--- config.mk ---
export PLATFORM = sky130hd
export DESIGN_NAME = i2c_addr_xlate_flat
export DESIGN_NICKNAME = d
export VERILOG_FILES = /design/src/rtl/i2c_addr_xlate_pkg.sv /design/src/rtl/i2c_addr_xlate_if.sv /design/src/rtl/i2c_addr_xlate_table.sv /design/src/rtl/i2c_addr_xlate.sv /design/src/flat_wrapper.sv
export SDC_FILE = /design/constraint.sdc
export NUM_CORES = 1
export LEC_CHECK = 0
export BUFFER_PORTS_ARGS = -buffer_cell sky130_fd_sc_hd__buf_2
export CAP_MARGIN = 20
export CORE_MARGIN = 4
export CORE_UTILIZATION = 52
export CTS_BUF_LIST = sky130_fd_sc_hd__clkbuf_4 sky130_fd_sc_hd__clkbuf_8 sky130_fd_sc_hd__clkbuf_16
export DETAILED_ROUTE_END_ITERATION = 12
export PLACE_DENSITY = 0.76
export SLEW_MARGIN = 0
export SYNTH_ARGS = -nofsm -noshare
export SYNTH_HDL_FRONTEND = slang
export SYNTH_SLANG_ARGS = --single-unit
--- constraint.sdc ---
create_clock -name clk -period 2 [get_ports clk]
set_input_delay 0.2 -clock clk [delete_from_list [all_inputs] [get_ports clk]]
set_output_delay 0.2 -clock clk [all_outputs]
set_load 0.005 [all_outputs]
--- src/rtl/i2c_addr_xlate_pkg.sv ---
// i2c_xlat_pkg: shared types for the I2C address translator.
//   state_e      - translator FSM states
//   status_t     - rsp_status encoding (ST_OK / ST_NACK / ST_NOMAP / ST_TIMEOUT)
//   map_entry_t  - one translation-table entry {en, virt, phys}
//   sat_inc2     - saturating increment for the 2-bit retry counter
package i2c_xlat_pkg;

    typedef enum logic [2:0] {
        IDLE,
        LOOKUP,
        ISSUE,
        WAIT_DONE,
        RESP
    } state_e;

    typedef logic [1:0] status_t;

    localparam status_t ST_OK      = 2'b00;
    localparam status_t ST_NACK    = 2'b01;
    localparam status_t ST_NOMAP   = 2'b10;
    localparam status_t ST_TIMEOUT = 2'b11;

    typedef struct packed {
        logic       en;
        logic [6:0] virt;
        logic [6:0] phys;
    } map_entry_t;

    function automatic logic [1:0] sat_inc2(input logic [1:0] v);
        return (v == 2'b11) ? v : v + 2'd1;
    endfunction

endpackage

--- src/rtl/i2c_addr_xlate_if.sv ---
// i2c_addr_xlate_if: host-side request/response handshake of the translator.
//   req_valid/req_ready/req_addr/req_rw/req_data - request channel
//   rsp_valid/rsp_status/rsp_retries            - one-cycle completion report
//   modport slave  - used by the translator
//   modport master - used by the host
interface i2c_addr_xlate_if;
    import i2c_xlat_pkg::*;

    logic       req_valid;
    logic       req_ready;
    logic [6:0] req_addr;
    logic       req_rw;
    logic [7:0] req_data;
    logic       rsp_valid;
    status_t    rsp_status;
    logic [1:0] rsp_retries;

    modport slave (
        input  req_valid, req_addr, req_rw, req_data,
        output req_ready, rsp_valid, rsp_status, rsp_retries
    );

    modport master (
        output req_valid, req_addr, req_rw, req_data,
        input  req_ready, rsp_valid, rsp_status, rsp_retries
    );

endinterface

--- src/rtl/i2c_addr_xlate_table.sv ---
// i2c_xlat_table: NUM_MAP-entry virtual->physical address map.
//   clk, rst                         - clock, sync active-high reset (clears all entries)
//   cfg_we/cfg_idx/cfg_en/cfg_virt/cfg_phys - write port, visible the cycle after cfg_we
//   lookup_addr                      - virtual address to translate
//   hit, hit_phys                    - lowest-index enabled match and its physical address
module i2c_xlat_table
    import i2c_xlat_pkg::*;
#(
    parameter int NUM_MAP = 4
) (
    input  logic                       clk,
    input  logic                       rst,
    input  logic                       cfg_we,
    input  logic [$clog2(NUM_MAP)-1:0] cfg_idx,
    input  logic                       cfg_en,
    input  logic [6:0]                 cfg_virt,
    input  logic [6:0]                 cfg_phys,
    input  logic [6:0]                 lookup_addr,
    output logic                       hit,
    output logic [6:0]                 hit_phys
);

    map_entry_t tbl_q [NUM_MAP];
    map_entry_t tbl_d [NUM_MAP];

    always_comb begin
        tbl_d = tbl_q;
        if (cfg_we) begin
            tbl_d[cfg_idx] = '{en: cfg_en, virt: cfg_virt, phys: cfg_phys};
        end
    end

    always_ff @(posedge clk) begin
        if (rst) begin
            tbl_q <= '{default: '0};
        end else begin
            tbl_q <= tbl_d;
        end
    end

    // Match against the registered table only, so a write in the lookup
    // cycle is not seen. Scanning downward lets the lowest index win.
    always_comb begin
        hit      = 1'b0;
        hit_phys = '0;
        for (int i = NUM_MAP - 1; i >= 0; i--) begin
            if (tbl_q[i].en && (tbl_q[i].virt == lookup_addr)) begin
                hit      = 1'b1;
                hit_phys = tbl_q[i].phys;
            end
        end
    end

endmodule

--- src/rtl/i2c_addr_xlate.sv ---
// i2c_addr_xlate: translates host virtual I2C addresses to physical bus
// addresses and sequences the transfer on an i2c_master, with NACK retry
// and a done timeout.
//   clk, rst      - clock, sync active-high reset
//   cfg_*         - translation table write port
//   host          - request/response handshake (i2c_addr_xlate_if.slave)
//   start_req, slave_addr, rw_bit, data_in - command to i2c_master
//   busy, ack_error, done                 - status from i2c_master
module i2c_addr_xlate
    import i2c_xlat_pkg::*;
#(
    parameter int NUM_MAP     = 4,
    parameter int MAX_RETRY   = 2,
    parameter int TIMEOUT_CYC = 20000
) (
    input  logic                       clk,
    input  logic                       rst,
    input  logic                       cfg_we,
    input  logic [$clog2(NUM_MAP)-1:0] cfg_idx,
    input  logic                       cfg_en,
    input  logic [6:0]                 cfg_virt,
    input  logic [6:0]                 cfg_phys,
    i2c_addr_xlate_if.slave            host,
    output logic                       start_req,
    output logic [6:0]                 slave_addr,
    output logic                       rw_bit,
    output logic [7:0]                 data_in,
    input  logic                       busy,
    input  logic                       ack_error,
    input  logic                       done
);

    localparam int             CW      = $clog2(TIMEOUT_CYC);
    localparam logic [CW-1:0]  TO_LAST = CW'(TIMEOUT_CYC - 1);
    // The retry counter is 2 bits wide; a larger limit behaves as 3.
    localparam logic [1:0]     MAX_R   = (MAX_RETRY > 3) ? 2'd3 : 2'(MAX_RETRY);

    state_e        state_q,      state_d;
    logic [6:0]    addr_q,       addr_d;
    logic          rw_q,         rw_d;
    logic [7:0]    data_q,       data_d;
    logic [6:0]    slave_addr_q, slave_addr_d;
    logic [1:0]    retries_q,    retries_d;
    status_t       status_q,     status_d;
    logic [CW-1:0] cnt_q,        cnt_d;
    logic          start_req_q,  start_req_d;
    logic          rsp_valid_q,  rsp_valid_d;
    logic          req_ready_q,  req_ready_d;

    logic          hit;
    logic [6:0]    hit_phys;

    // busy carries no information the FSM needs beyond done.
    logic unused_busy;
    assign unused_busy = busy;

    i2c_xlat_table #(.NUM_MAP(NUM_MAP)) u_table (
        .clk         (clk),
        .rst         (rst),
        .cfg_we      (cfg_we),
        .cfg_idx     (cfg_idx),
        .cfg_en      (cfg_en),
        .cfg_virt    (cfg_virt),
        .cfg_phys    (cfg_phys),
        .lookup_addr (addr_q),
        .hit         (hit),
        .hit_phys    (hit_phys)
    );

    always_comb begin
        state_d      = state_q;
        addr_d       = addr_q;
        rw_d         = rw_q;
        data_d       = data_q;
        slave_addr_d = slave_addr_q;
        retries_d    = retries_q;
        status_d     = status_q;
        cnt_d        = cnt_q;
        start_req_d  = 1'b0;
        rsp_valid_d  = 1'b0;

        case (state_q)
            IDLE: begin
                if (host.req_valid && req_ready_q) begin
                    addr_d    = host.req_addr;
                    rw_d      = host.req_rw;
                    data_d    = host.req_data;
                    retries_d = 2'd0;
                    state_d   = LOOKUP;
                end
            end
            LOOKUP: begin
                if (hit) begin
                    slave_addr_d = hit_phys;
                    start_req_d  = 1'b1;
                    cnt_d        = '0;
                    state_d      = ISSUE;
                end else begin
                    status_d    = ST_NOMAP;
                    rsp_valid_d = 1'b1;
                    state_d     = RESP;
                end
            end
            ISSUE: begin
                // Counter starts at 0 in ISSUE, so reaching TO_LAST puts
                // the response exactly TIMEOUT_CYC cycles after ISSUE.
                cnt_d   = cnt_q + CW'(1);
                state_d = WAIT_DONE;
            end
            WAIT_DONE: begin
                cnt_d = cnt_q + CW'(1);
                // done is tested first so it wins over a coincident timeout.
                if (done) begin
                    if (!ack_error) begin
                        status_d    = ST_OK;
                        rsp_valid_d = 1'b1;
                        state_d     = RESP;
                    end else if (retries_q < MAX_R) begin
                        retries_d   = sat_inc2(retries_q);
                        start_req_d = 1'b1;
                        cnt_d       = '0;
                        state_d     = ISSUE;
                    end else begin
                        status_d    = ST_NACK;
                        rsp_valid_d = 1'b1;
                        state_d     = RESP;
                    end
                end else if (cnt_q == TO_LAST) begin
                    status_d    = ST_TIMEOUT;
                    rsp_valid_d = 1'b1;
                    state_d     = RESP;
                end
            end
            RESP: begin
                state_d = IDLE;
            end
            default: begin
                state_d = IDLE;
            end
        endcase

        req_ready_d = (state_d == IDLE);
    end

    always_ff @(posedge clk) begin
        if (rst) begin
            state_q      <= IDLE;
            addr_q       <= '0;
            rw_q         <= 1'b0;
            data_q       <= '0;
            slave_addr_q <= '0;
            retries_q    <= '0;
            status_q     <= ST_OK;
            cnt_q        <= '0;
            start_req_q  <= 1'b0;
            rsp_valid_q  <= 1'b0;
            req_ready_q  <= 1'b0;
        end else begin
            state_q      <= state_d;
            addr_q       <= addr_d;
            rw_q         <= rw_d;
            data_q       <= data_d;
            slave_addr_q <= slave_addr_d;
            retries_q    <= retries_d;
            status_q     <= status_d;
            cnt_q        <= cnt_d;
            start_req_q  <= start_req_d;
            rsp_valid_q  <= rsp_valid_d;
            req_ready_q  <= req_ready_d;
        end
    end

    assign host.req_ready   = req_ready_q;
    assign host.rsp_valid   = rsp_valid_q;
    assign host.rsp_status  = status_q;
    assign host.rsp_retries = retries_q;
    assign start_req        = start_req_q;
    assign slave_addr       = slave_addr_q;
    assign rw_bit           = rw_q;
    assign data_in          = data_q;

endmodule

--- src/flat_wrapper.sv ---
// flat-port wrapper written by rule: the top's interface ports become plain ports
module i2c_addr_xlate_flat import i2c_xlat_pkg::*;
#(
    parameter int NUM_MAP     = 4,
    parameter int MAX_RETRY   = 2,
    parameter int TIMEOUT_CYC = 20000
)
  (clk, rst, cfg_we, cfg_idx, cfg_en, cfg_virt, cfg_phys, start_req, slave_addr, rw_bit, data_in, busy, ack_error, done, host_req_valid, host_req_addr, host_req_rw, host_req_data, host_req_ready, host_rsp_valid, host_rsp_status, host_rsp_retries);
  i2c_addr_xlate_if host_i ();
  input  logic clk;
  input  logic rst;
  input  logic cfg_we;
  input  logic [$clog2(NUM_MAP)-1:0] cfg_idx;
  input  logic cfg_en;
  input  logic [6:0] cfg_virt;
  input  logic [6:0] cfg_phys;
  output logic start_req;
  output logic [6:0] slave_addr;
  output logic rw_bit;
  output logic [7:0] data_in;
  input  logic busy;
  input  logic ack_error;
  input  logic done;
  input wire logic [$bits(host_i.req_valid)-1:0] host_req_valid;
  input wire logic [$bits(host_i.req_addr)-1:0] host_req_addr;
  input wire logic [$bits(host_i.req_rw)-1:0] host_req_rw;
  input wire logic [$bits(host_i.req_data)-1:0] host_req_data;
  output wire logic [$bits(host_i.req_ready)-1:0] host_req_ready;
  output wire logic [$bits(host_i.rsp_valid)-1:0] host_rsp_valid;
  output wire logic [$bits(host_i.rsp_status)-1:0] host_rsp_status;
  output wire logic [$bits(host_i.rsp_retries)-1:0] host_rsp_retries;
  assign host_i.req_valid = host_req_valid;
  assign host_i.req_addr = host_req_addr;
  assign host_i.req_rw = host_req_rw;
  assign host_i.req_data = host_req_data;
  assign host_req_ready = host_i.req_ready;
  assign host_rsp_valid = host_i.rsp_valid;
  assign host_rsp_status = host_i.rsp_status;
  assign host_rsp_retries = host_i.rsp_retries;
  i2c_addr_xlate #(.NUM_MAP(NUM_MAP), .MAX_RETRY(MAX_RETRY), .TIMEOUT_CYC(TIMEOUT_CYC)) u_core (.clk(clk), .rst(rst), .cfg_we(cfg_we), .cfg_idx(cfg_idx), .cfg_en(cfg_en), .cfg_virt(cfg_virt), .cfg_phys(cfg_phys), .host(host_i), .start_req(start_req), .slave_addr(slave_addr), .rw_bit(rw_bit), .data_in(data_in), .busy(busy), .ack_error(ack_error), .done(done));
endmodule
Word-level counts from Yosys, hierarchy flattened
Cells that the tools add are included.

storage, ports and cells
  bits in latches = 0
  input port bits = 40
  logic and storage cells = 109
  register bits = 108
  memories kept = 0
  memory bits (read-only) = 0
  bits in writable memories = 0

cells by class
  equality and inequality tests = 18
  $mul = 0
  mux-type cells = 46
  $lt $le $gt $ge = 3
  add/subtract/negate cells = 2
  divide/modulo/power cells = 0
  bitwise operators = 1
  reductions and logical operators = 16
  shift-type cells = 0

operator list
  operator                                                               number
  15-bit 2-to-1 mux                                                      5
  60-bit bitwise mux                                                     1
  15-bit one-hot mux with 3 select lines                                 1
  15-bit demux with 2-bit select                                         1
  7-bit equality test                                                    4
  7-bit 2-to-1 mux                                                       4
  2-bit 2-to-1 mux                                                       10
  3-bit 2-to-1 mux                                                       6
  15-bit by 1-bit adder with 15-bit output, second input constant        1
  15-bit equality test, second input constant                            1
  1-bit 2-to-1 mux                                                       13
  3-bit one-hot mux with 4 select lines                                  1
  2-bit != test, second input constant                                   4
  2-bit one-hot mux with 2 select lines                                  2
  3-bit by 2-bit equality test with 1-bit output, second input constant  2
  1-bit logical AND                                                      6
  3-bit zero test                                                        2
  2-bit by 1-bit != test with 1-bit output, second input constant        3
  2-bit AND reduction                                                    3
  6-bit AND reduction                                                    1
  4-bit != test, second input constant                                   1
  1-bit one-hot mux with 2 select lines                                  2
  4-bit AND reduction                                                    1
  2-bit nonzero test                                                     2
  other kinds (9)                                                        9

Logic depth before layout (Yosys ltp)
Gate-level depths: netlist of the first run.

  depth after elaboration = 9
  mapped depth = 8
  gate-level depth less buffers = 7

Hierarchy
From an unflattened synthesis of the first run, not the netlist that was laid out.

unflattened totals
  cell total of the unflattened synthesis = 589
  area, all modules = 4752.1 sq um

by module, submodules not included
  module          area each (sq um)  cells an instance  times used  seq. area each (sq um)
  i2c_xlat_table  2752.6             354                1           1201.2
  i2c_addr_xlate  1999.4             235                1           960.9

Worst setup path after synthesis of the first run
No wires, ideal clock.

  path kind = register to register
  from = reg u_core.cnt_q[8]
  to = reg u_core.status_q[0], in the netlist u_core.host.rsp_status[0]
  path slack = -92 ps
  clock period less this slack = 2092 ps
  stages on the path, launching flop included = 7
  arrival = 1977 ps
  setup time = 116 ps
  cell sequence = dfxtp_1 or4b_2 o41ai_1 and2_1 mux2i_1 nor3_1 a31o_1

between the ends
  longest elaborated chain between the ends = 3

RTL lines
  element                                                    RTL line               text
  from (decl)                                                i2c_addr_xlate.sv:45   logic [CW-1:0] cnt_q, cnt_d;
  from (signal assigned)                                     i2c_addr_xlate.sv:166  cnt_q <= cnt_d;
  15-bit equality test                                       i2c_addr_xlate.sv:128  end else if (cnt_q == TO_LAST) begin
  3-bit by 2-bit != test with 1-bit output (no source line)  --
  4-bit AND reduction (no source line)                       --
  to (signal assigned)                                       i2c_addr_xlate.sv:165  status_q <= status_d;
  to (decl)                                                  i2c_addr_xlate.sv:44   status_t status_q, status_d;

Every way passes these cells.
A chain may end at the register's enable or synchronous reset.

Final worst setup path of the first run
  from = reg u_core.addr_q[1]
  to = reg u_core.cnt_q[6]

between the ends
  longest elaborated chain between the ends = 8

RTL lines
  element                                                        RTL line                    text
  from (decl)                                                    i2c_addr_xlate.sv:39        logic [6:0] addr_q, addr_d;
  from (signal assigned)                                         i2c_addr_xlate.sv:160       addr_q <= addr_d;
  7-bit equality test                                            i2c_addr_xlate_table.sv:47  if (tbl_q[i].en && (tbl_q[i].virt == lookup_addr)) begin
  1-bit logical AND                                              i2c_addr_xlate_table.sv:47
  1-bit 2-to-1 mux (3 in a row)                                  i2c_addr_xlate_table.sv:47
  1-bit 2-to-1 mux (*)                                           i2c_addr_xlate_table.sv:47
  2-bit by 1-bit != test with 1-bit output (no source line) (*)  --
  2-bit AND reduction (no source line) (*)                       --

Mark *: on every way between the ends. The rest lies on a longest branch, timed or not.

==> results of run 1 <==
## cell usage after synthesis (2+ instances only)
cell / number
sky130_fd_sc_hd__or3_1: 8
sky130_fd_sc_hd__a21o_1: 2
sky130_fd_sc_hd__o22ai_1: 6
sky130_fd_sc_hd__nor2_1: 23
sky130_fd_sc_hd__buf_2: 5
sky130_fd_sc_hd__a21oi_1: 86
sky130_fd_sc_hd__nor4_1: 4
sky130_fd_sc_hd__o41ai_2: 2
sky130_fd_sc_hd__or2_2: 3
sky130_fd_sc_hd__xor2_1: 10
sky130_fd_sc_hd__nand2_1: 180
sky130_fd_sc_hd__xnor2_1: 18
sky130_fd_sc_hd__clkbuf_1: 28
sky130_fd_sc_hd__o21a_1: 2
sky130_fd_sc_hd__nand2b_1: 2
sky130_fd_sc_hd__a221oi_1: 6
sky130_fd_sc_hd__mux2i_1: 12
sky130_fd_sc_hd__and3_1: 4
sky130_fd_sc_hd__nand3_1: 25
sky130_fd_sc_hd__buf_1: 2
sky130_fd_sc_hd__dfxtp_1: 108
sky130_fd_sc_hd__a211oi_1: 2
sky130_fd_sc_hd__nor2b_1: 2
sky130_fd_sc_hd__buf_4: 3
sky130_fd_sc_hd__nand4_1: 8
sky130_fd_sc_hd__o32ai_1: 6
sky130_fd_sc_hd__nor3b_1: 3
sky130_fd_sc_hd__nor3_1: 4
sky130_fd_sc_hd__o21ai_0: 13
sky130_fd_sc_hd__inv_1: 6
sky130_fd_sc_hd__ha_1: 2
## registers in the layout (all words and copies together) (netlist names), 2 cells and up
register / cells
u_core.host.rsp_status: 2
u_core.host.rsp_retries: 2
u_core.u_table.tbl_q: 60
u_core.data_in: 8
u_core.state_q: 3
u_core.addr_q: 7
u_core.cnt_q: 15
u_core.slave_addr: 7
## timing repair
item | CTS | global route
endpoints found under the setup margin | 26 | 29
cloned | 1 | 0
pin swaps | 8 | 15
resized for setup | 21 | 29
setup buffers | 1 | 2
hold endpoints to repair | 0 | 0
## power by group through the flow
stage                     sequential [W]  clock, W  combinational, W
final                            0.00227   0.00144          0.000493
after global routing             0.00228   0.00154          0.000542
after CTS                        0.00226   0.00144          0.000466
after detailed placement         0.00231         0          0.000453
after global placement           0.00231         0          0.000442
after floorplan                  0.00229         0          0.000281
## per-layer routing
layer / global-route usage (%) / routed length (um) / vias to the layer above
met5: 0 / 0 / -
met2: 43.0 / 6790 / 121
li1: - / - / 2267
met4: 7.98 / 257 / 0
met1: 28.5 / 5650 / 2240
met3: 3.48 / 568 / 30
## tightest hold or removal path, stage by stage
cell and delay (ns):
sky130_fd_sc_hd__buf_2 0.09, sky130_fd_sc_hd__nand2_1 0.04, sky130_fd_sc_hd__a21oi_1 0.05
## path summary, 6_finish.rpt
kind         depth (start not counted)                             end                            from
max reg2reg                          8    u_core.cnt_q[6]$_SDFFE_PP0P_   u_core.addr_q[1]$_SDFFE_PP0P_
min                                  3   u_core.addr_q[5]$_SDFFE_PP0P_                host_req_addr[5]
min reg2reg                          2  u_core.data_in[0]$_SDFFE_PP0P_  u_core.data_in[0]$_SDFFE_PP0P_
max                                  8    u_core.cnt_q[6]$_SDFFE_PP0P_   u_core.addr_q[1]$_SDFFE_PP0P_
## area by class of cell
class	instances	share of cell area [%]
clock buffer	10	2.21
clock inverter	5	1.30
inverter	7	0.442
multi-input combinational	457	45.2
sequential	108	36.6
tap	108	2.27
timing repair buffer	112	12.0
## cell usage in the layout (no fill, tap or decap), types with 6 or more instances in the layout
cell and instances:
sky130_fd_sc_hd__a21oi_1 82, sky130_fd_sc_hd__buf_2 61, sky130_fd_sc_hd__buf_4 47, sky130_fd_sc_hd__clkbuf_8 9, sky130_fd_sc_hd__dfxtp_1 101, sky130_fd_sc_hd__inv_1 6, sky130_fd_sc_hd__mux2i_1 11, sky130_fd_sc_hd__nand2_1 177
sky130_fd_sc_hd__nand3_1 23, sky130_fd_sc_hd__nand4_1 8, sky130_fd_sc_hd__nor2_1 23, sky130_fd_sc_hd__o21ai_0 8, sky130_fd_sc_hd__o21ai_1 6, sky130_fd_sc_hd__or3_1 8, sky130_fd_sc_hd__xnor2_1 18, sky130_fd_sc_hd__xor2_1 10
## stage by stage
step / total power (W) / hold WS [ns] / std cells / TNS (ns) / worst slack (ns)
CTS: 0.00417 / 0.0397 / 804 / -0.204 / -0.0493
global route: 0.00436 / 0.0469 / 807 / -1.73 / -0.142
finish: 0.00420 / 0.0467 / 807 / -0.343 / -0.105
global placement: 0.00275 / 0.436 / 787 / -0.890 / -0.0808
detailed placement: 0.00277 / 0.443 / 787 / -1.70 / -0.131
floorplan: 0.00258 / 0.336 / 610 / 0 / 0.0407
## cells by family (layout without fill, tap and decap cells)
kind of cell / Yosys count / in the layout / share of synthesized area [%]
AOI/OAI and AO/OA: 138 / 139 / 17.5
and+or+nand+nor: 276 / 276 / 25.3
muxes: 12 / 12 / 2.50
buffers and inverters: 46 / 134 / 4.11
DFF: 108 / 108 / 45.0
xor gates and xnor gates: 28 / 28 / 5.10
adders and majority gates: 2 / 2 / 0.520
==> qor.json, run 1 <==
{
  "share_of_post_route_cells_with_drive_strength_above_1_pct": 24.7,
  "final_hold_viol_count": 0,
  "clock_skew_ns": 0.0107,
  "post_drt_wl_per_cell_um": 16.4,
  "maxCapViolCount": 0,
  "layout.nets": 737,
  "fmax_mhz": 475,
  "timing.setup.critical_path_class": "flop to flop",
  "synth_enable_flop_cells": 0,
  "min_delay_path_class": "input pin to flop",
  "rows": 34,
  "placeableCoreArea_mm2": 0.00885,
  "drt_pass1_iterations": 5,
  "r2r_setup_slack_ns": -0.11,
  "detailedRoute.firstIterationViolations": 359,
  "synth_top_cell_area_share_pct": 45.0,
  "setup-violations-final": 9,
  "place.gp.congestion": 0.856,
  "finalInstanceArea_mm2": 0.00595,
  "max_slew_violation_count": 0,
  "timing.max_slew.rel_slack_pct": 42.8,
  "vias": 4658,
  "start_util_pct": 54.3,
  "gr-total-overflow": 0,
  "synth_nets": 652,
  "clockPowerShare_pct": 34.2,
  "min_period_ns": 2.11,
  "postRouteWirelength_mm": 13.3,
  "grt_setup_unrepaired": "yes",
  "synth_top_flop_cell": "sky130_fd_sc_hd__dfxtp_1",
  "layout_worst_path_cycle_share_pct": 105,
  "crit_slowest_cell": "sky130_fd_sc_hd__o41a_4",
  "layout_setup_ws_ns": -0.105,
  "netlist_top_cells_area": "sky130_fd_sc_hd__dfxtp_1 45%, sky130_fd_sc_hd__nand2_1 14%, sky130_fd_sc_hd__a21oi_1 9.0%",
  "cts_hold_buf": 0,
  "cts-htree-levels": 3,
  "synth_cell_types": 56,
  "area_growth_pct": 23.7,
  "clk_root_buffer_cell": "sky130_fd_sc_hd__clkbuf_8",
  "outcome": "finished with violations",
  "buffer_depth_of_the_longest_clock_path": 2,
  "gr-usage-all-layers_pct": 23.7,
  "worst_path_dominant_cell_family": "simple AND/OR/NAND/NOR gates",
  "timing.critical_path.arrival_ns": 2.40,
  "power.net_switching_w": 0.00106,
  "multiInputGateArea_mm2": 0.00269,
  "die_h_um": 104,
  "setup.worst_path.end_class": "flop",
  "synth_top_area_cell": "sky130_fd_sc_hd__dfxtp_1",
  "cp.required_ns": 2.30,
  "ant_nets": 0,
  "synth_sequential_area_ratio_pct": 45.0,
  "cellPowerDensity_mw_per_mm2": 706,
  "post_synth.cell_area_avg_um2": 7.88,
  "floorplan.io_pins": 63,
  "p_int_w": 0.00313,
  "fillers": 725,
  "crit_path_max_incr_delay_ns": 0.53,
  "path_cells": "buf_6, xnor2_1, nand4_1, nor2_1, buf_4, o41a_4, or3_1, mux2i_1",
  "drc_violation_count_after_routing": 0,
  "area.sequential_mm2": 0.00218,
  "port-buffer-count": 61,
  "detail_placement_hpwl_mm": 8.79,
  "grt_start_max_net_pins": 86,
  "clk_pin_slew_ns": 0.10,
  "wire_length_of_the_first_global_routing_pass_mm": 21.3,
  "pleak_nw": 2.28,
  "power.share.sequential_pct": 54.0,
  "worst_setup_path_start_kind": "flop",
  "postSynthCellCount": 610,
  "postSynthRegisterBits": 108,
  "number_of_antenna_violations_at_the_first_check_in_global_routing": 0,
  "placement.cell_area_mm2": 0.00546,
  "slew_at_the_pin_closest_to_its_max_slew_limit_ns": 0.858,
  "die_area_mm2": 0.0108,
  "cp.buffers_inverters": 2,
  "cts_made_buffers": 9,
  "critPathMaxFanout": 6,
  "netSwitchingFraction_pct": 25.3,
  "route.detailed.vias_per_inst": 5.77,
  "cts_num_sinks": 108,
  "num_antenna_cells": 0,
  "insertion_delay_ns": 0.37,
  "first_global_vias": 4507,
  "clock_tree_from_tritoncts": "yes",
  "ys_async_sr_fraction_pct": 0,
  "vdd_drop_max_v": 0.000388,
  "share_comb_of_total_power_pct": 11.7,
  "synth.yosys.warnings": 0,
  "finalCoreUtilization_pct": 67.2,
  "floorplan.die.width_um": 104,
  "failed_checks": "negative setup slack",
  "post_synth_instance_area_mm2": 0.00481
}
(Power assumes the default switching activity.)
==> run 2: changes to the inputs <==
==> constraint.sdc (replaced) <==
create_clock -name clk -period 1.8 [get_ports clk]
set_input_delay 0.09 -clock clk [delete_from_list [all_inputs] [get_ports clk]]
set_output_delay 0.09 -clock clk [all_outputs]
set_load 0.005 [all_outputs]
==> run 2 against run 1 <==
  * The flow still finishes with violations (negative setup slack)
  * Via count up 10%
  * Global-route usage increased by 4.2 points
  * Final cell count up 5.6%
  * Hold slack got worse by 0.041 ns
  * Die area unchanged
  * Clock power increased by 6%
  * Combinational power is 43% higher
  * Setup slack worse by 0.22 ns
  * Fmax down 1.2%
  * Sequential cell count unchanged
  * Largest power group unchanged
==> qor.json, run 2 (synthesis results as in run 1) <==
{
  "outcome": "finished with violations",
  "failed_checks": "negative setup slack",
  "placeableCoreArea_mm2": 0.00885,
  "floorplan.die.width_um": 104,
  "die_h_um": 104,
  "min_from": "rst",
  "grt_start_max_net_pins": 45,
  "vdd_drop_max_v": 0.000531,
  "timing.max_slew.rel_slack_pct": 54.0,
  "fin_cells": 852,
  "final_hold_viol_count": 0,
  "cp.required_ns": 2.07,
  "tns_ns": -5.59,
  "max_slew_violation_count": 0,
  "buffer_depth_of_the_longest_clock_path": 2,
  "power.share.sequential_pct": 53.3,
  "mostFrequentLayoutCells": "177 x sky130_fd_sc_hd__nand2_1, 94 x sky130_fd_sc_hd__dfxtp_1, 82 x sky130_fd_sc_hd__a21oi_1",
  "gr-total-overflow": 0,
  "timing.hold.worst_path_depth": 2,
  "min_period_ns": 2.13,
  "timing.setup.critical_path_class": "flop to flop",
  "layout.cells.most_common": "sky130_fd_sc_hd__nand2_1",
  "insertion_delay_ns": 0.37,
  "gr-usage-all-layers_pct": 27.9,
  "path_cells": "or4b_4, o41ai_4, and2_4, mux2i_1, nor3_1, a31o_1",
  "clock_tree_from_tritoncts": "yes",
  "share_of_post_route_cells_with_drive_strength_above_1_pct": 31.6,
  "cts-htree-levels": 3,
  "min_delay_path_class": "input pin to flop",
  "power_w": 0.00475,
  "post_drt_wl_per_cell_um": 19.0,
  "wire_length_of_the_first_global_routing_pass_mm": 24.8,
  "pleak_nw": 2.54,
  "clk_root_buffer_cell": "sky130_fd_sc_hd__clkbuf_8",
  "area_growth_pct": 39.6,
  "crit_slowest_cell": "sky130_fd_sc_hd__or4b_4",
  "number_of_antenna_violations_at_the_first_check_in_global_routing": 0,
  "first_global_vias": 5208,
  "worst_setup_path_start_kind": "flop",
  "clk_pin_slew_ns": 0.10,
  "layout.nets": 783,
  "route.detailed.vias_per_inst": 6.03,
  "slew_at_the_pin_closest_to_its_max_slew_limit_ns": 0.690,
  "crit_path_max_incr_delay_ns": 0.56,
  "multiInputGateArea_mm2": 0.00299,
  "placed_cells": 794,
  "vias": 5137,
  "start_util_pct": 54.3,
  "setup-violations-final": 30,
  "largest_register_ffs": 60,
  "clockPowerShare_pct": 31.9,
  "reg2regPathDepth": 6,
  "netSwitchingFraction_pct": 27.0,
  "cellPowerDensity_mw_per_mm2": 708,
  "place.gp.congestion": 0.894,
  "rr_startpoint": "u_core.cnt_q[5]$_SDFFE_PP0P_",
  "layout_setup_ws_ns": -0.330,
  "die_area_mm2": 0.0108,
  "fmax_mhz": 469,
  "critPathMaxFanout": 2,
  "power.net_switching_w": 0.00128,
  "dpl_worst_slack_ns": -0.267,
  "drc_violation_count_after_routing": 0,
  "timing.hold.ws_ns": 0.00578,
  "max_flop_register": "u_core.u_table.tbl_q",
  "grt_setup_unrepaired": "yes",
  "timing.critical_path.arrival_ns": 2.40,
  "rows": 34,
  "layout_worst_path_cycle_share_pct": 118,
  "postRouteWirelength_mm": 16.2,
  "area.sequential_mm2": 0.00219,
  "drt_pass1_iterations": 6,
  "share_comb_of_total_power_pct": 14.8,
  "detailedRoute.firstIterationViolations": 435,
  "cts_made_buffers": 9,
  "p_int_w": 0.00347,
  "cts_num_sinks": 108,
  "floorplan.io_pins": 63,
  "ant_nets": 0,
  "clock_skew_ns": 0.0106,
  "fillers": 569,
  "setup.worst_path.end_class": "flop",
  "detail_placement_hpwl_mm": 9.34,
  "port-buffer-count": 61,
  "num_antenna_cells": 0,
  "maxCapViolCount": 0,
  "critical_path_startpoint": "u_core.cnt_q[5]$_SDFFE_PP0P_"
}
==> run 2: cell count changes in the layout (fill, tap and decap cells not counted), sizes merged <==
cell	change
clkinv	-1
buf	+15
dlygate4sd3	+31
clkbuf	+1
bufinv	-1
inv	+1
clkinvlp	-1
==> run 2: final timing paths <==
kind                                                          endpoint  slack, ns
worst max-delay path            u_core.host.rsp_status[0]$_SDFFE_PP0P_      -0.33
worst min-delay path                      u_core.state_q[2]$_SDFF_PP0_      0.006
worst max register to register  u_core.host.rsp_status[0]$_SDFFE_PP0P_      -0.33
worst min register to register          u_core.data_in[7]$_SDFFE_PP0P_       0.46
==> run 2: timing repair <==
item / 4_1_cts / 5_1_grt
gates resized for setup: 87 / 50
cloned: 2 / 1
setup buffers: 8 / 4
hold endpoints to repair: 66 / 0
hold buffers: 31 / 0
setup endpoints to repair: 29 / 29
pin swaps: 36 / 17
==> run 2: power groups by stage <==
stage | clock network, W | registers (W) | logic [W]
final | 0.00152 | 0.00253 | 0.000703
after global routing | 0.00161 | 0.00254 | 0.000757
after CTS | 0.00150 | 0.00252 | 0.000624
after detailed placement | 0 | 0.00257 | 0.000498
after global placement | 0 | 0.00257 | 0.000485
after floorplan | 0 | 0.00255 | 0.000317
==> run 2: cell type report <==
cell class | count | share of cell area, %
Timing Repair Buffer | 158 | 17.6
Tap cell | 108 | 2.01
Clock buffer | 11 | 2.16
Inverter | 7 | 0.392
Clock inverter | 3 | 0.709
Multi-Input combinational cell | 457 | 44.5
Sequential cell | 108 | 32.7
==> run 2: stage by stage <==
stage	utilization [%]	cell area, um2
floorplan	-	4860
global placement	62.2	5500
detailed placement	62.2	5500
CTS	72.9	6450
global route	75.8	6710
finish	75.8	6710
==> run 2: worst max-delay path, delay by kind of cell, from the launching register on <==
kind             cells  cell delay (ns)
AND/OR/NAND/NOR      3             0.87
flip-flops           1             0.35
multiplexers         1             0.21
AO/OA/AOI/OAI        2             0.60
==> run 2: layer usage <==
layer	up-vias	global-route usage, %	share of wire (%)
met2	285	50.4	52
met1	2438	30.3	35
met3	67	6.27	8.3
met5	-	0	0
li1	2347	-	-
met4	0	14.5	4.1
==> run 3: changes to the inputs <==
==> constraint.sdc (replaced) <==
create_clock -name clk -period 1.8 [get_ports clk]
set_input_delay 0.18 -clock clk [delete_from_list [all_inputs] [get_ports clk]]
set_output_delay 0.18 -clock clk [all_outputs]
set_load 0.005 [all_outputs]
==> run 3 against run 2 <==
  * The run still ends with negative setup slack left
  * Power fell by 1.6%
  * Register-to-register slack about the same
  * Clock power hardly changed
  * Critical path depth stayed put
  * Fmax is 0.12% higher
  * Sequential share of layout area grew 2.3 points
  * Via count down 4.2%
==> qor.json, run 3 (synthesis results as in run 1) <==
{
  "outcome": "finished with violations",
  "failed_checks": "negative setup slack",
  "placed_cells": 795,
  "maxCapViolCount": 0,
  "finalInstanceArea_mm2": 0.00625,
  "timing.hold.worst_path_depth": 3,
  "area_growth_pct": 30.0,
  "detailedRoute.firstIterationViolations": 345,
  "timing.setup.critical_path_class": "flop to flop",
  "min_period_ns": 2.13,
  "r2r_setup_slack_ns": -0.33,
  "cts_num_sinks": 108,
  "critPathMaxFanout": 6,
  "layout_worst_path_cycle_share_pct": 118,
  "worstReg2RegEnd": "u_core.cnt_q[12]$_SDFFE_PP0P_",
  "cts_hold_buf": 0,
  "grt_use_met2_pct": 45.3,
  "vdd_drop_max_v": 0.000568,
  "use_met1_pct": 29.7,
  "clock_skew_ns": 0.0100,
  "start_util_pct": 54.3,
  "cts_made_buffers": 9,
  "grt_start_max_net_pins": 45,
  "fin_cells": 824,
  "final_hold_viol_count": 0,
  "global_route.usage.met3_pct": 4.78,
  "power_w": 0.00468,
  "vias": 4920,
  "post_drt_wl_per_cell_um": 17.5,
  "reg2regPathDepth": 6,
  "clock_tree_from_tritoncts": "yes",
  "insertion_delay_ns": 0.38,
  "crit_slowest_cell": "sky130_fd_sc_hd__o41a_4",
  "ant_nets": 0,
  "gr-usage-all-layers_pct": 25.4,
  "wire_length_of_the_first_global_routing_pass_mm": 22.6,
  "die_h_um": 104,
  "drt_pass1_iterations": 6,
  "pleak_nw": 2.38,
  "min_from": "host_req_data[2]",
  "layout.nets": 753,
  "placement.cell_area_mm2": 0.00551,
  "placeableCoreArea_mm2": 0.00885,
  "layout.cells.most_common": "sky130_fd_sc_hd__nand2_1",
  "die_area_mm2": 0.0108,
  "timing.max_slew.rel_slack_pct": 49.4,
  "floorplan.die.width_um": 104,
  "fmax_mhz": 470,
  "num_antenna_cells": 0,
  "cellPowerDensity_mw_per_mm2": 748,
  "max_flop_register": "u_core.u_table.tbl_q",
  "postRouteWirelength_mm": 14.4,
  "share_of_post_route_cells_with_drive_strength_above_1_pct": 30.4,
  "setup-violations-final": 29,
  "layout_setup_ws_ns": -0.327,
  "timing.critical_path.arrival_ns": 2.43,
  "first_global_vias": 4682,
  "crit_path_max_incr_delay_ns": 0.51,
  "critical_path_startpoint": "u_core.addr_q[5]$_SDFFE_PP0P_",
  "port-buffer-count": 61,
  "clk_pin_slew_ns": 0.11,
  "cts-htree-levels": 3,
  "place.gp.congestion": 0.882,
  "number_of_antenna_violations_at_the_first_check_in_global_routing": 0,
  "mostFrequentLayoutCells": "176 x sky130_fd_sc_hd__nand2_1, 99 x sky130_fd_sc_hd__dfxtp_1, 81 x sky130_fd_sc_hd__a21oi_1",
  "worst_setup_path_start_kind": "flop",
  "gr-total-overflow": 0,
  "rr_startpoint": "u_core.addr_q[5]$_SDFFE_PP0P_",
  "path_cells": "xor2_1, nor4_2, and4_4, o41a_4, or3_1, mux2i_1",
  "grt_setup_unrepaired": "yes",
  "min_delay_path_class": "input pin to flop",
  "clk_root_buffer_cell": "sky130_fd_sc_hd__clkbuf_8",
  "slew_at_the_pin_closest_to_its_max_slew_limit_ns": 0.758,
  "setup.worst_path.end_class": "flop",
  "detail_placement_hpwl_mm": 9.34,
  "cp.required_ns": 2.10,
  "floorplan.io_pins": 63,
  "worstHoldEndpoint": "u_core.data_in[2]$_SDFFE_PP0P_",
  "drc_violation_count_after_routing": 0,
  "gr-max-usage-layer": "met2",
  "largest_register_ffs": 60,
  "buffer_depth_of_the_longest_clock_path": 2,
  "route.detailed.vias_per_inst": 5.97,
  "rows": 34,
  "tns_ns": -4.94,
  "max_slew_violation_count": 0
}
## run 3: changes by cell type in the layout (fill, tap and decap cells not counted), moves of 3 or more
| cell | change |
|---|---|
| sky130_fd_sc_hd__buf_4 | +3 |
| sky130_fd_sc_hd__xor2_1 | +5 |
| sky130_fd_sc_hd__xor2_2 | -3 |
| sky130_fd_sc_hd__nand3_2 | -4 |
| sky130_fd_sc_hd__nand3_1 | +4 |
| sky130_fd_sc_hd__dfxtp_2 | -4 |
| sky130_fd_sc_hd__dlygate4sd3_1 | -31 |
| sky130_fd_sc_hd__dfxtp_1 | +5 |
## run 3: worst max path at each step
stage | endpoint | slack (ns) | depth (start not counted)
2_1_floorplan | u_core.cnt_q[14]$_SDFFE_PP0P_ | -0.15 | 8
3_3_place_gp | u_core.slave_addr[4]$_SDFFE_PP0P_ | -0.22 | 10
3_5_place_dp | u_core.slave_addr[2]$_SDFFE_PP0P_ | -0.30 | 10
4_1_cts | u_core.cnt_q[13]$_SDFFE_PP0P_ | -0.18 | 6
5_1_grt | u_core.cnt_q[12]$_SDFFE_PP0P_ | -0.40 | 6
6_report | u_core.cnt_q[12]$_SDFFE_PP0P_ | -0.33 | 6
## run 3: timing repair
action / 4_1_cts / 5_1_grt
setup buffers: 8 / 5
resized for setup: 68 / 30
setup endpoints to repair: 29 / 30
pin swaps: 26 / 19
gates cloned: 2 / 0
## run 3: per-layer routing
layer  routed length, um  vias up
met2                7450      216
met1                5610     2361
met4                 403        0
met5                   0        -
li1                    -     2298
met3                 951       45
## run 3: stage by stage
step / hold WS, ns / setup WS [ns] / utilization, %
after floorplan: 0.316 / -0.148 / -
after global placement: 0.421 / -0.222 / 62.3
final: 0.0317 / -0.327 / 70.6
after global routing: 0.0198 / -0.396 / 70.6
after detailed placement: 0.428 / -0.300 / 62.3
after CTS: 0.0317 / -0.183 / 68.6
## run 3: cell type report
type                       instances  area [um2]
multi-input combinational        457        2820
clock buffer                       9         124
clock inverter                     7        87.6
tap                              108         135
fill                             653        2600
inverter                           7        26.3
timing repair buffer             128         873
sequential                       108        2180
## run 3: critical path: cells and delay by family (launching register included)
| kind | cells | cell delay, ns |
|---|---|---|
| simple gates | 3 | 0.71 |
| flops | 1 | 0.42 |
| xor+xnor | 1 | 0.24 |
| compound gates | 1 | 0.51 |
| mux | 1 | 0.16 |
## run 3: where the power goes
part	switching [W]	internal [W]	total (W)
registers	0.0000604	0.00246	0.00252
clock network	0.000885	0.000667	0.00155
logic	0.000348	0.000254	0.000603
total	0.00129	0.00338	0.00468
